File: src/rtl/or1200_cypherdb_secwin_if.sv
// Bus bundle for the CypherDB secure-window tracker.
//   master: decode side, drives ce/start_pulse/end_pulse/tmo_en/tmo_limit/err_clr,
//           observes secure_exec/secure_any/active_id/nest_depth/err_*.
//   slave : the tracker itself.
interface or1200_cypherdb_secwin_if #(
  parameter int unsigned NCH     = 4,
  parameter int unsigned DEPTH_W = 3,
  parameter int unsigned TMO_W   = 16
);
  localparam int unsigned ID_W = (NCH > 1) ? $clog2(NCH) : 1;

  logic                     ce;
  logic [NCH-1:0]           start_pulse;
  logic [NCH-1:0]           end_pulse;
  logic                     tmo_en;
  logic [TMO_W-1:0]         tmo_limit;
  logic [NCH-1:0]           err_clr;

  logic [NCH-1:0]           secure_exec;
  logic                     secure_any;
  logic [ID_W-1:0]          active_id;
  logic [NCH*DEPTH_W-1:0]   nest_depth;
  logic [NCH-1:0]           err_ovf;
  logic [NCH-1:0]           err_unf;
  logic [NCH-1:0]           err_tmo;
  logic [NCH-1:0]           err_cfl;

  modport master (
    output ce, start_pulse, end_pulse, tmo_en, tmo_limit, err_clr,
    input  secure_exec, secure_any, active_id, nest_depth,
           err_ovf, err_unf, err_tmo, err_cfl
  );

  modport slave (
    input  ce, start_pulse, end_pulse, tmo_en, tmo_limit, err_clr,
    output secure_exec, secure_any, active_id, nest_depth,
           err_ovf, err_unf, err_tmo, err_cfl
  );
endinterface

File: src/rtl/or1200_cypherdb_secwin.sv
// Multi-channel secure-execution window tracker. Each channel turns start/end
// pulses into a secure_exec level, with nesting depth, a watchdog, optional
// cross-channel exclusion and sticky per-channel error flags.
// Ports:
//   clk  - core clock
//   rst  - asynchronous reset, active-low
//   bus  - slave side of or1200_cypherdb_secwin_if (control in, window/status out)
module or1200_cypherdb_secwin #(
  parameter int unsigned NCH     = 4,
  parameter int unsigned DEPTH_W = 3,
  parameter int unsigned TMO_W   = 16,
  parameter bit          EXCL    = 1'b1
) (
  input  logic                    clk,
  input  logic                    rst,
  or1200_cypherdb_secwin_if.slave bus
);

  localparam int unsigned ID_W = (NCH > 1) ? $clog2(NCH) : 1;
  localparam logic [DEPTH_W-1:0] DEPTH_MAX = '1;

  typedef enum logic [1:0] {
    IDLE   = 2'd0,
    ACTIVE = 2'd1,
    FAULT  = 2'd2
  } state_e;

  state_e             state_q [NCH];
  state_e             state_d [NCH];
  logic [DEPTH_W-1:0] depth_q [NCH];
  logic [DEPTH_W-1:0] depth_d [NCH];
  logic [TMO_W-1:0]   wdog_q  [NCH];
  logic [TMO_W-1:0]   wdog_d  [NCH];
  logic [NCH-1:0]     ovf_q, unf_q, tmo_q, cfl_q;
  logic [NCH-1:0]     ovf_d, unf_d, tmo_d, cfl_d;
  logic [NCH-1:0]     accept_c, reject_c, exec_c;
  logic               tmo_on_c;

  assign tmo_on_c = bus.tmo_en && (bus.tmo_limit != '0);

  // Start arbitration: a start from IDLE is blocked by any ACTIVE channel or a
  // lower-index start accepted in the same cycle (only when exclusion is on).
  always_comb begin : p_accept
    logic taken;
    taken    = 1'b0;
    accept_c = '0;
    reject_c = '0;
    for (int i = 0; i < int'(NCH); i++) begin
      if (state_q[i] == ACTIVE) taken = 1'b1;
    end
    for (int i = 0; i < int'(NCH); i++) begin
      if (rst && bus.ce && state_q[i] == IDLE && bus.start_pulse[i]) begin
        if (EXCL && taken) begin
          reject_c[i] = 1'b1;
        end else begin
          accept_c[i] = 1'b1;
          taken       = 1'b1;
        end
      end
    end
  end

  // Window level: ACTIVE, or an accepted start this cycle (covers one-cycle windows).
  always_comb begin : p_exec
    exec_c = '0;
    for (int i = 0; i < int'(NCH); i++) begin
      exec_c[i] = (state_q[i] == ACTIVE) || accept_c[i];
    end
  end

  // Per-channel next state. Flags are cleared first so a same-cycle error wins.
  always_comb begin : p_next
    ovf_d = ovf_q & ~bus.err_clr;
    unf_d = unf_q & ~bus.err_clr;
    tmo_d = tmo_q & ~bus.err_clr;
    cfl_d = cfl_q & ~bus.err_clr;
    for (int i = 0; i < int'(NCH); i++) begin
      state_d[i] = state_q[i];
      depth_d[i] = depth_q[i];
      wdog_d[i]  = wdog_q[i];
      if (!bus.ce) begin
        state_d[i] = IDLE;
        depth_d[i] = '0;
        wdog_d[i]  = '0;
      end else begin
        unique case (state_q[i])
          IDLE: begin
            if (accept_c[i]) begin
              // start+end together is a one-cycle window; nothing to remember
              if (!bus.end_pulse[i]) begin
                state_d[i] = ACTIVE;
                depth_d[i] = DEPTH_W'(1);
                wdog_d[i]  = '0;
              end
            end else if (reject_c[i]) begin
              cfl_d[i] = 1'b1;
            end else if (bus.end_pulse[i]) begin
              unf_d[i] = 1'b1;
            end
          end
          ACTIVE: begin
            if (bus.start_pulse[i] && bus.end_pulse[i]) begin
              wdog_d[i] = '0;
            end else if (bus.start_pulse[i]) begin
              wdog_d[i] = '0;
              if (depth_q[i] == DEPTH_MAX) begin
                ovf_d[i]   = 1'b1;
                state_d[i] = FAULT;
                depth_d[i] = '0;
              end else begin
                depth_d[i] = depth_q[i] + DEPTH_W'(1);
              end
            end else if (bus.end_pulse[i]) begin
              wdog_d[i] = '0;
              if (depth_q[i] == DEPTH_W'(1)) begin
                state_d[i] = IDLE;
                depth_d[i] = '0;
              end else begin
                depth_d[i] = depth_q[i] - DEPTH_W'(1);
              end
            end else if (tmo_on_c) begin
              // trap on the increment that would reach the limit
              if (wdog_q[i] == bus.tmo_limit - TMO_W'(1)) begin
                tmo_d[i]   = 1'b1;
                state_d[i] = FAULT;
                depth_d[i] = '0;
                wdog_d[i]  = '0;
              end else begin
                wdog_d[i] = wdog_q[i] + TMO_W'(1);
              end
            end
          end
          FAULT: begin
            depth_d[i] = '0;
            wdog_d[i]  = '0;
            if (bus.err_clr[i]) state_d[i] = IDLE;
          end
          default: begin
            state_d[i] = IDLE;
            depth_d[i] = '0;
            wdog_d[i]  = '0;
          end
        endcase
      end
    end
  end

  // State and flag registers.
  always_ff @(posedge clk or negedge rst) begin
    if (!rst) begin
      for (int i = 0; i < int'(NCH); i++) begin
        state_q[i] <= IDLE;
        depth_q[i] <= '0;
        wdog_q[i]  <= '0;
      end
      ovf_q <= '0;
      unf_q <= '0;
      tmo_q <= '0;
      cfl_q <= '0;
    end else begin
      for (int i = 0; i < int'(NCH); i++) begin
        state_q[i] <= state_d[i];
        depth_q[i] <= depth_d[i];
        wdog_q[i]  <= wdog_d[i];
      end
      ovf_q <= ovf_d;
      unf_q <= unf_d;
      tmo_q <= tmo_d;
      cfl_q <= cfl_d;
    end
  end

  // Lowest-index open window wins active_id.
  always_comb begin : p_id
    bus.active_id = '0;
    for (int i = int'(NCH) - 1; i >= 0; i--) begin
      if (exec_c[i]) bus.active_id = ID_W'(i);
    end
  end

  always_comb begin : p_depth
    bus.nest_depth = '0;
    for (int i = 0; i < int'(NCH); i++) begin
      bus.nest_depth[i*DEPTH_W +: DEPTH_W] = depth_q[i];
    end
  end

  assign bus.secure_exec = exec_c;
  assign bus.secure_any  = |exec_c;
  assign bus.err_ovf     = ovf_q;
  assign bus.err_unf     = unf_q;
  assign bus.err_tmo     = tmo_q;
  assign bus.err_cfl     = EXCL ? cfl_q : '0;

endmodule

File: src/flat_wrapper.sv
// flat-port wrapper written by rule: the top's interface ports become plain ports
module or1200_cypherdb_secwin_flat 
#(
  parameter int unsigned NCH     = 4,
  parameter int unsigned DEPTH_W = 3,
  parameter int unsigned TMO_W   = 16,
  parameter bit          EXCL    = 1'b1
)
  (clk, rst, bus_ce, bus_start_pulse, bus_end_pulse, bus_tmo_en, bus_tmo_limit, bus_err_clr, bus_secure_exec, bus_secure_any, bus_active_id, bus_nest_depth, bus_err_ovf, bus_err_unf, bus_err_tmo, bus_err_cfl);
  or1200_cypherdb_secwin_if #(.NCH(NCH), .DEPTH_W(DEPTH_W), .TMO_W(TMO_W)) bus_i ();
  input  logic clk;
  input  logic rst;
  input wire logic [$bits(bus_i.ce)-1:0] bus_ce;
  input wire logic [$bits(bus_i.start_pulse)-1:0] bus_start_pulse;
  input wire logic [$bits(bus_i.end_pulse)-1:0] bus_end_pulse;
  input wire logic [$bits(bus_i.tmo_en)-1:0] bus_tmo_en;
  input wire logic [$bits(bus_i.tmo_limit)-1:0] bus_tmo_limit;
  input wire logic [$bits(bus_i.err_clr)-1:0] bus_err_clr;
  output wire logic [$bits(bus_i.secure_exec)-1:0] bus_secure_exec;
  output wire logic [$bits(bus_i.secure_any)-1:0] bus_secure_any;
  output wire logic [$bits(bus_i.active_id)-1:0] bus_active_id;
  output wire logic [$bits(bus_i.nest_depth)-1:0] bus_nest_depth;
  output wire logic [$bits(bus_i.err_ovf)-1:0] bus_err_ovf;
  output wire logic [$bits(bus_i.err_unf)-1:0] bus_err_unf;
  output wire logic [$bits(bus_i.err_tmo)-1:0] bus_err_tmo;
  output wire logic [$bits(bus_i.err_cfl)-1:0] bus_err_cfl;
  assign bus_i.ce = bus_ce;
  assign bus_i.start_pulse = bus_start_pulse;
  assign bus_i.end_pulse = bus_end_pulse;
  assign bus_i.tmo_en = bus_tmo_en;
  assign bus_i.tmo_limit = bus_tmo_limit;
  assign bus_i.err_clr = bus_err_clr;
  assign bus_secure_exec = bus_i.secure_exec;
  assign bus_secure_any = bus_i.secure_any;
  assign bus_active_id = bus_i.active_id;
  assign bus_nest_depth = bus_i.nest_depth;
  assign bus_err_ovf = bus_i.err_ovf;
  assign bus_err_unf = bus_i.err_unf;
  assign bus_err_tmo = bus_i.err_tmo;
  assign bus_err_cfl = bus_i.err_cfl;
  or1200_cypherdb_secwin #(.NCH(NCH), .DEPTH_W(DEPTH_W), .TMO_W(TMO_W), .EXCL(EXCL)) u_core (.clk(clk), .rst(rst), .bus(bus_i));
endmodule
File: config.mk
export PLATFORM = sky130hd
export DESIGN_NAME = or1200_cypherdb_secwin_flat
export DESIGN_NICKNAME = d
export VERILOG_FILES = /design/src/rtl/or1200_cypherdb_secwin_if.sv /design/src/rtl/or1200_cypherdb_secwin.sv /design/src/flat_wrapper.sv
export SDC_FILE = /design/constraint.sdc
export NUM_CORES = 1
export LEC_CHECK = 0
export ABC_AREA = 1
export CORE_MARGIN = 8
export CORE_UTILIZATION = 25
export CTS_CLUSTER_SIZE = 24
export DETAILED_ROUTE_END_ITERATION = 7
export PLACE_DENSITY = 0.37
export SYNTH_ARGS = -nofsm -noshare
export SYNTH_HDL_FRONTEND = slang
export SYNTH_SLANG_ARGS = --single-unit
export TNS_END_PERCENT = 10
File: constraint.sdc
create_clock -name clk -period 5 [get_ports clk]
set_input_delay 0.5 -clock clk [delete_from_list [all_inputs] [get_ports clk]]
set_output_delay 0.5 -clock clk [all_outputs]
set_load 0.005 [all_outputs]
==> results of run 1 <==
[sequential cells by signal (all words and copies together), names as in the netlist]
register and flops:
u_core.bus.err_cfl 4, u_core.bus.err_ovf 4, u_core.bus.err_tmo 4, u_core.bus.err_unf 4, u_core.bus.nest_depth 12, u_core.state_q 8, u_core.wdog_q 64
[cells by family after synthesis]
group,share of synthesized area (%)
adders and majority gates,3.44
and+or+nand+nor,39.7
buffers and inverters,9.18
AOI/OAI and AO/OA,9.26
DFF,32.8
xor gates and xnor gates,5.69
[where the power goes]
group	switching, mW	internal [mW]
Clock	0.381	0.365
Sequential	0.0472	0.843
Combinational	0.365	0.223
[layer usage]
layer | GRT usage [%] | vias up
met5 | 0 | -
met4 | 4.33 | 0
met3 | 2.74 | 34
met2 | 25.2 | 148
met1 | 21.3 | 3546
li1 | - | 3800
[through the flow]
stage	hold WS, ps	power, mW	setup WS, ps	instance area [um^2]
detailed placement	487	1.50	1200	8720
floorplan	204	1.22	2740	7640
finish	113	2.22	1310	9010
global route	142	2.36	1110	9010
global placement	474	1.51	1280	8720
CTS	128	2.26	1260	9010
[layout by cell type, fill, tap and decap left out, types with 2 or more instances in the layout]
| cell type | count |
|---|---|
| sky130_fd_sc_hd__nand4_1 | 32 |
| sky130_fd_sc_hd__a21oi_1 | 52 |
| sky130_fd_sc_hd__o41ai_1 | 6 |
| sky130_fd_sc_hd__nor2_1 | 123 |
| sky130_fd_sc_hd__inv_1 | 152 |
| sky130_fd_sc_hd__nor2_4 | 8 |
| sky130_fd_sc_hd__o31ai_1 | 4 |
| sky130_fd_sc_hd__xnor2_1 | 5 |
| sky130_fd_sc_hd__a22oi_1 | 4 |
| sky130_fd_sc_hd__nand2_1 | 323 |
| sky130_fd_sc_hd__a32o_1 | 5 |
| sky130_fd_sc_hd__nor3_1 | 26 |
| sky130_fd_sc_hd__nand3b_1 | 6 |
| sky130_fd_sc_hd__clkbuf_16 | 9 |
| sky130_fd_sc_hd__inv_6 | 3 |
| sky130_fd_sc_hd__nand2_4 | 5 |
| sky130_fd_sc_hd__buf_4 | 6 |
| sky130_fd_sc_hd__nand3_2 | 4 |
| sky130_fd_sc_hd__a211oi_1 | 4 |
| sky130_fd_sc_hd__a22o_1 | 2 |
| sky130_fd_sc_hd__o22ai_1 | 2 |
| sky130_fd_sc_hd__xor2_1 | 42 |
| sky130_fd_sc_hd__nor4_1 | 4 |
| sky130_fd_sc_hd__nor2_2 | 8 |
| sky130_fd_sc_hd__o21ai_0 | 35 |
| sky130_fd_sc_hd__ha_1 | 21 |
| sky130_fd_sc_hd__nand3_1 | 112 |
| sky130_fd_sc_hd__nand2_2 | 18 |
| sky130_fd_sc_hd__dfrtp_1 | 100 |
| sky130_fd_sc_hd__inv_2 | 5 |
| sky130_fd_sc_hd__inv_8 | 2 |
| sky130_fd_sc_hd__clkdlybuf4s50_1 | 65 |
[final timing paths]
path,from,to,slack [ps],depth (start not counted)
max,bus_ce,bus_active_id[1],1310,11
min,rst,u_core.bus.err_tmo[3],110,1
max reg2reg,u_core.state_q[4],u_core.bus.nest_depth[3],2380,10
min reg2reg,u_core.bus.err_ovf[3],u_core.bus.err_ovf[3],490,2
max in group asynchronous,rst,u_core.wdog_q[14],3850,2
min in group clk,u_core.bus.err_ovf[3],u_core.bus.err_ovf[3],490,2
[cell type report]
type / count / share of cell area [%]
well taps: 396 / 5.50
repair buffers: 71 / 7.72
multi-input cells: 862 / 49.2
clock buffers: 10 / 2.65
inverters: 157 / 6.54
clock inverters: 6 / 0.597
flip-flops and latches: 100 / 27.8
[worst max-delay path, cell delays in order]
cell and delay (ps):
sky130_fd_sc_hd__clkdlybuf4s50_1 630, sky130_fd_sc_hd__nand2_1 150, sky130_fd_sc_hd__inv_1 70, sky130_fd_sc_hd__nand2_1 140, sky130_fd_sc_hd__nand2_1 120, sky130_fd_sc_hd__nor2_4 180
sky130_fd_sc_hd__nand2_1 90, sky130_fd_sc_hd__o31ai_1 480, sky130_fd_sc_hd__nor2_1 130, sky130_fd_sc_hd__nor3_1 160, sky130_fd_sc_hd__clkdlybuf4s50_1 530
==> tab_implementation.tex, run 1 <==
\begin{tabular}{lr}
\hline
Metric & Value \\
\hline
\multicolumn{2}{l}{\textbf{Outcome}} \\
Result of the run & complete, no violations \\
\multicolumn{2}{l}{\textbf{Detailed routing}} \\
Count of nets left with antenna violations after detail routing & 0 \\
Ratio of routed vias to standard cells & 4.70 \\
Mean routed wirelength per cell & 17.6 um \\
Number of optimization iterations in the first detailed-route pass & 5 \\
Detailed-route wire length on metal 1 & 13600 um \\
DRC & 0 \\
Total vias in the final route & 7528 \\
Max Used Layer & met4 \\
Wire length on met3 & 1110 um \\
DRC marker count from the first detailed-route iteration & 492 \\
Total wire length & 28200 um \\
Met2 WL post-DR & 12900 um \\
\multicolumn{2}{l}{\textbf{Power}} \\
Leak & 4.15 nW \\
Power density normalized to cell area & 247 nW/um\^{}2 \\
Largest voltage drop on the vdd net & 155 uV \\
\multicolumn{2}{l}{\textbf{Synthesis}} \\
Synthesized Nets & 1189 \\
Count of flip-flops with a built-in enable after synthesis & 0 \\
Count of distinct cell types in the synthesized netlist & 42 \\
Synthesized flop and latch total & 100 \\
Cell with the most instances after synthesis & sky130\_fd\_sc\_hd\_\_nand2\_1 \\
Area fraction of the dominant cell type after synthesis & 32.8\% \\
Gate count after technology mapping & 1136 \\
Netlist area before placement & 7640 um\^{}2 \\
Sequential cell area fraction in the yosys report & 32.8\% \\
Avg Inst Size Synth & 6.72 um\^{}2 \\
Cell accounting for the most synthesized area & sky130\_fd\_sc\_hd\_\_dfrtp\_1 \\
Top cell types by occurrence after synthesis & sky130\_fd\_sc\_hd\_\_nand2\_1 (323), sky130\_fd\_sc\_hd\_\_inv\_1 (152), sky130\_fd\_sc\_hd\_\_nor2\_1 (123) \\
Post-synth top flop & sky130\_fd\_sc\_hd\_\_dfrtp\_1 \\
Cell types occupying the most area after synthesis & sky130\_fd\_sc\_hd\_\_dfrtp\_1 (33\%), sky130\_fd\_sc\_hd\_\_nand2\_1 (16\%), sky130\_fd\_sc\_hd\_\_inv\_1 (7.5\%) \\
Yosys synthesis warning count & 0 \\
Share of synthesized flip-flops with an asynchronous set or reset & 100\% \\
\multicolumn{2}{l}{\textbf{CTS}} \\
Clock insertion delay at the later pin of the skew report & 370 ps \\
CTS root buf & sky130\_fd\_sc\_hd\_\_clkbuf\_16 \\
Clock slew at reported path FFs & 80 ps \\
Maximum clock path buffer count & 2 \\
Number of gates resized after CTS & 0 \\
Number of setup buffers added after CTS & 0 \\
\# H-tree levels & 3 \\
Number of buffers inserted during clock tree synthesis & 9 \\
CTS tree & built \\
Count of hold buffers inserted by post-cts repair & 0 \\
Number of clock sinks & 100 \\
\multicolumn{2}{l}{\textbf{Final layout}} \\
Area growth from synthesis to final layout & 18.0\% \\
Number of antenna cells inserted & 0 \\
Finished Core Util & 29.7\% \\
Final instance count without filler cells & 1602 \\
Combined flip-flop and latch cell area & 2500 um\^{}2 \\
Multi-input combinational cell area & 4430 um\^{}2 \\
Count of filler cells inserted in the layout & 3362 \\
Proportion of layout cells with a drive suffix above 1 & 6.22\% \\
Number of nets in the finished design & 1254 \\
\multicolumn{2}{l}{\textbf{Timing}} \\
Final Hold Fails & 0 \\
Clock tree skew after final layout & 12.5 ps \\
Fraction of the cycle the final worst path needs & 73.8\% \\
Final setup TNS & 0 ps \\
Unrepaired setup endpoints after global routing & false \\
Slew at the pin closest to its max-slew limit & 634 ps \\
Number of failing setup endpoints in the final timing report & 0 \\
Fin crit period & 3690 ps \\
Final count of pins violating max slew & 0 \\
Peak clock frequency supported by timing & 271 MHz \\
Slew headroom & 57.7\% \\
\multicolumn{2}{l}{\textbf{Floorplan}} \\
Die height & 191 um \\
Overall die area & 36400 um\^{}2 \\
Starting Density & 25.2\% \\
Die span in x & 191 um \\
Number of top-level design ports & 67 \\
Placeable core region & 30300 um\^{}2 \\
\# rows & 64 \\
\multicolumn{2}{l}{\textbf{Worst setup path}} \\
Critical path endpoint category & output port \\
Max FO, Critical Path & 8 \\
Data arrival time at the worst-slack endpoint & 3190 ps \\
CP Class & in -> out \\
Sort of element at the start of the critical path & input port \\
Required time of the critical path & 4500 ps \\
\multicolumn{2}{l}{\textbf{Global routing}} \\
Wire length of the first global-routing pass & 44000 um \\
Pin count of the biggest net entering global routing & 46 \\
Global routing usage summed across all routing layers & 15.7\% \\
Remaining global-route overflow & 0 \\
Number of global-route vias before repair & 7514 \\
Antenna violations before repair & 0 \\
\multicolumn{2}{l}{\textbf{Place}} \\
Buffers on Ports & 66 \\
Final GP Congestion & 0.849 \\
Cell Count Post-Placement & 1586 \\
Post-detailed-placement half-perimeter wirelength & 21500 um \\
\multicolumn{2}{l}{\textbf{Flow run}} \\
Max-Cap Viols & 0 \\
\multicolumn{2}{l}{\textbf{Min path}} \\
Class of the tightest hold or removal check & in -> async \\
\hline
\end{tabular}
(Power assumes the default switching activity.)
==> run 2, diff against run 1 <==
- PLACE_DENSITY: 0.37 -> 0.38
- clock period: 5 -> 3 ns (I/O delays scaled with it)
==> run 2 against run 1 <==
  * Clock power rose by 61%
  * Total power increased by 69%
  * Sequential share of layout area decreased by 1.5 points
  * Highest routed layer unchanged
  * Clock-buffer cell count stayed put
  * Via count grew 2.0%
  * Routed wire length increased by 0.26%
  * Cell count increased by 4.1%
  * First-iteration DRC count shrank 7.5%
  * Worst setup slack got worse by 1100 ps
  * Combinational power increased by 84%
  * Register-to-register slack got worse by 1800 ps
  * Clock skew decreased by 1.2 ps
==> tab_implementation.tex, run 2 (synthesized netlist as in run 1, its figures left out) <==
\begin{tabular}{lr}
\hline
Metric & Value \\
\hline
\multicolumn{2}{l}{\textbf{Final layout}} \\
Proportion of layout cells with a drive suffix above 1 & 11.2\% (+5.0 points) \\
Most common library cell in the layout ignoring fill and taps & sky130\_fd\_sc\_hd\_\_nand2\_1 \\
Final instance count without filler cells & 1667 (+4.1\%) \\
Count of filler cells inserted in the layout & 3301 (-1.8\%) \\
Multi-input combinational cell area & 4450 um\^{}2 (+0.34\%) \\
Number of antenna cells inserted & 0 (unchanged) \\
Leading cell types in the layout, fill and taps excluded & sky130\_fd\_sc\_hd\_\_nand2\_1 (321), sky130\_fd\_sc\_hd\_\_inv\_1 (152), sky130\_fd\_sc\_hd\_\_nor2\_1 (123) \\
Number of flip-flops under the largest register name & 64 (unchanged) \\
Area growth from synthesis to final layout & 24.7\% \\
Combined flip-flop and latch cell area & 2500 um\^{}2 (unchanged) \\
Register bank with the most flops & u\_core.wdog\_q \\
Number of nets in the finished design & 1319 (+5.2\%) \\
\multicolumn{2}{l}{\textbf{Timing}} \\
Slew headroom & 51.5\% (-6.2 points) \\
Number of failing setup endpoints in the final timing report & 0 (unchanged) \\
Fin crit period & 2810 ps \\
Final setup TNS & 0 ps (unchanged) \\
Final Hold Fails & 0 (unchanged) \\
Final count of pins violating max slew & 0 (unchanged) \\
Unrepaired setup endpoints after global routing & false \\
Fraction of the cycle the final worst path needs & 93.7\% \\
Slew at the pin closest to its max-slew limit & 727 ps (+92.5 ps) \\
Clock tree skew after final layout & 11.3 ps (-1.19 ps) \\
Peak clock frequency supported by timing & 356 MHz \\
\multicolumn{2}{l}{\textbf{Worst setup path}} \\
Data arrival time at the worst-slack endpoint & 2510 ps (-680 ps) \\
Worst reg2reg setup slack & 630 ps (-1750 ps) \\
Critical path endpoint category & output port \\
Destination of the worst register-to-register timing path & u\_core.wdog\_q[13] \\
Reg2Reg Depth & 14 (+4) \\
CP Class & reg -> out \\
R2r startpoint & u\_core.state\_q[2] \\
Sort of element at the start of the critical path & register \\
Required time of the critical path & 2700 ps (-1800 ps) \\
Max FO, Critical Path & 4 (-4) \\
\multicolumn{2}{l}{\textbf{Floorplan}} \\
\# rows & 64 (unchanged) \\
Overall die area & 36400 um\^{}2 (unchanged) \\
Die span in x & 191 um (unchanged) \\
Die height & 191 um (unchanged) \\
Starting Density & 25.2\% (unchanged) \\
Number of top-level design ports & 67 (unchanged) \\
Placeable core region & 30300 um\^{}2 (unchanged) \\
\multicolumn{2}{l}{\textbf{Global routing}} \\
Pin count of the biggest net entering global routing & 53 (+15\%) \\
Antenna violations before repair & 0 (unchanged) \\
Global routing usage summed across all routing layers & 15.8\% (+0.11 points) \\
Number of global-route vias before repair & 7803 (+3.8\%) \\
Remaining global-route overflow & 0 (unchanged) \\
Wire length of the first global-routing pass & 44700 um (+1.6\%) \\
\multicolumn{2}{l}{\textbf{CTS}} \\
Number of clock sinks & 100 (unchanged) \\
CTS tree & built \\
Clock slew at reported path FFs & 80 ps (about the same) \\
Clock insertion delay at the later pin of the skew report & 360 ps (about the same) \\
\# H-tree levels & 3 (unchanged) \\
CTS root buf & sky130\_fd\_sc\_hd\_\_clkbuf\_16 \\
Number of buffers inserted during clock tree synthesis & 9 (unchanged) \\
Maximum clock path buffer count & 2 (unchanged) \\
\multicolumn{2}{l}{\textbf{Detailed routing}} \\
Ratio of routed vias to standard cells & 4.61 (-2.0\%) \\
Number of optimization iterations in the first detailed-route pass & 5 (unchanged) \\
Mean routed wirelength per cell & 16.9 um (-3.7\%) \\
Count of nets left with antenna violations after detail routing & 0 (unchanged) \\
DRC & 0 (unchanged) \\
Total vias in the final route & 7679 (+2.0\%) \\
Total wire length & 28200 um (+0.26\%) \\
DRC marker count from the first detailed-route iteration & 455 (-7.5\%) \\
\multicolumn{2}{l}{\textbf{Place}} \\
Cell Count Post-Placement & 1648 (+3.9\%) \\
Post-detailed-placement half-perimeter wirelength & 22400 um (+4.2\%) \\
Final GP Congestion & 0.859 (+1.1\%) \\
Buffers on Ports & 66 (unchanged) \\
\multicolumn{2}{l}{\textbf{Power}} \\
Largest voltage drop on the vdd net & 243 uV (+57\%) \\
Power density normalized to cell area & 395 nW/um\^{}2 (+60\%) \\
Leak & 4.49 nW (+8.0\%) \\
\multicolumn{2}{l}{\textbf{Min path}} \\
Class of the tightest hold or removal check & in -> async \\
\multicolumn{2}{l}{\textbf{Flow run}} \\
Max-Cap Viols & 0 (unchanged) \\
\multicolumn{2}{l}{\textbf{Outcome}} \\
Result of the run & complete, no violations \\
\hline
\end{tabular}
run 2: worst max-delay path by stage:
stage | to | slack [ps] | from
floorplan | u_core.wdog_q[15] | 960 | bus_tmo_limit[0]
global placement | u_core.wdog_q[33] | -70 | bus_tmo_limit[0]
detailed placement | u_core.wdog_q[15] | -130 | bus_tmo_limit[0]
CTS | bus_active_id[1] | 0.6 | u_core.state_q[2]
global route | bus_secure_any | 10 | u_core.state_q[1]
finish | bus_secure_any | 190 | u_core.state_q[2]
run 2: repair_timing:
item / in CTS / in global routing
hold buffers: 1 / 0
setup endpoints to repair: 2 / 14
hold endpoints to repair: 5 / 0
buffers inserted: 1 / 1
gates resized for setup: 2 / 4
run 2: worst max-delay path, stage by stage, from the launching register on:
cell and delay (ps):
sky130_fd_sc_hd__dfrtp_1 410, sky130_fd_sc_hd__nand2_1 160, sky130_fd_sc_hd__nand2_1 110, sky130_fd_sc_hd__nor2_2 140, sky130_fd_sc_hd__nand2_2 100, sky130_fd_sc_hd__nor2_4 100
sky130_fd_sc_hd__nand2_1 110, sky130_fd_sc_hd__o31ai_2 210, sky130_fd_sc_hd__buf_4 170, sky130_fd_sc_hd__nor2_1 50, sky130_fd_sc_hd__nand4_1 60, sky130_fd_sc_hd__clkdlybuf4s50_1 520
run 2: final cells by class:
class | instances | share of cell area (%)
tap | 396 | 5.20
timing repair buffer | 136 | 12.6
clock buffer | 10 | 2.40
inverter | 157 | 6.19
multi-input combinational | 862 | 46.7
sequential | 100 | 26.3
clock inverter | 6 | 0.591
run 2: layer usage:
layer  up-vias  GRT usage (%)  wire length [um]
li1       3939              -                 -
met1      3571           21.5             13700
met2       148           25.9             13100
met3        21           2.87              1100
met4         0           2.98               344
met5         -              0                 0
run 2: through the flow:
step	utilization, %	power [mW]	worst slack [ps]	hold slack (ps)	cell area (um^2)
detailed placement	30.3	2.59	-131	155	9190
floorplan	-	2.04	956	4.41	7640
CTS	31.3	3.83	0.576	150	9500
finish	31.4	3.76	188	116	9520
global placement	30.3	2.61	-68.0	155	9190
global route	31.4	4.00	11.1	168	9520
run 2: power breakdown:
part	switching, mW	internal (mW)
clock network	0.617	0.584
registers	0.0741	1.41
logic	0.632	0.446
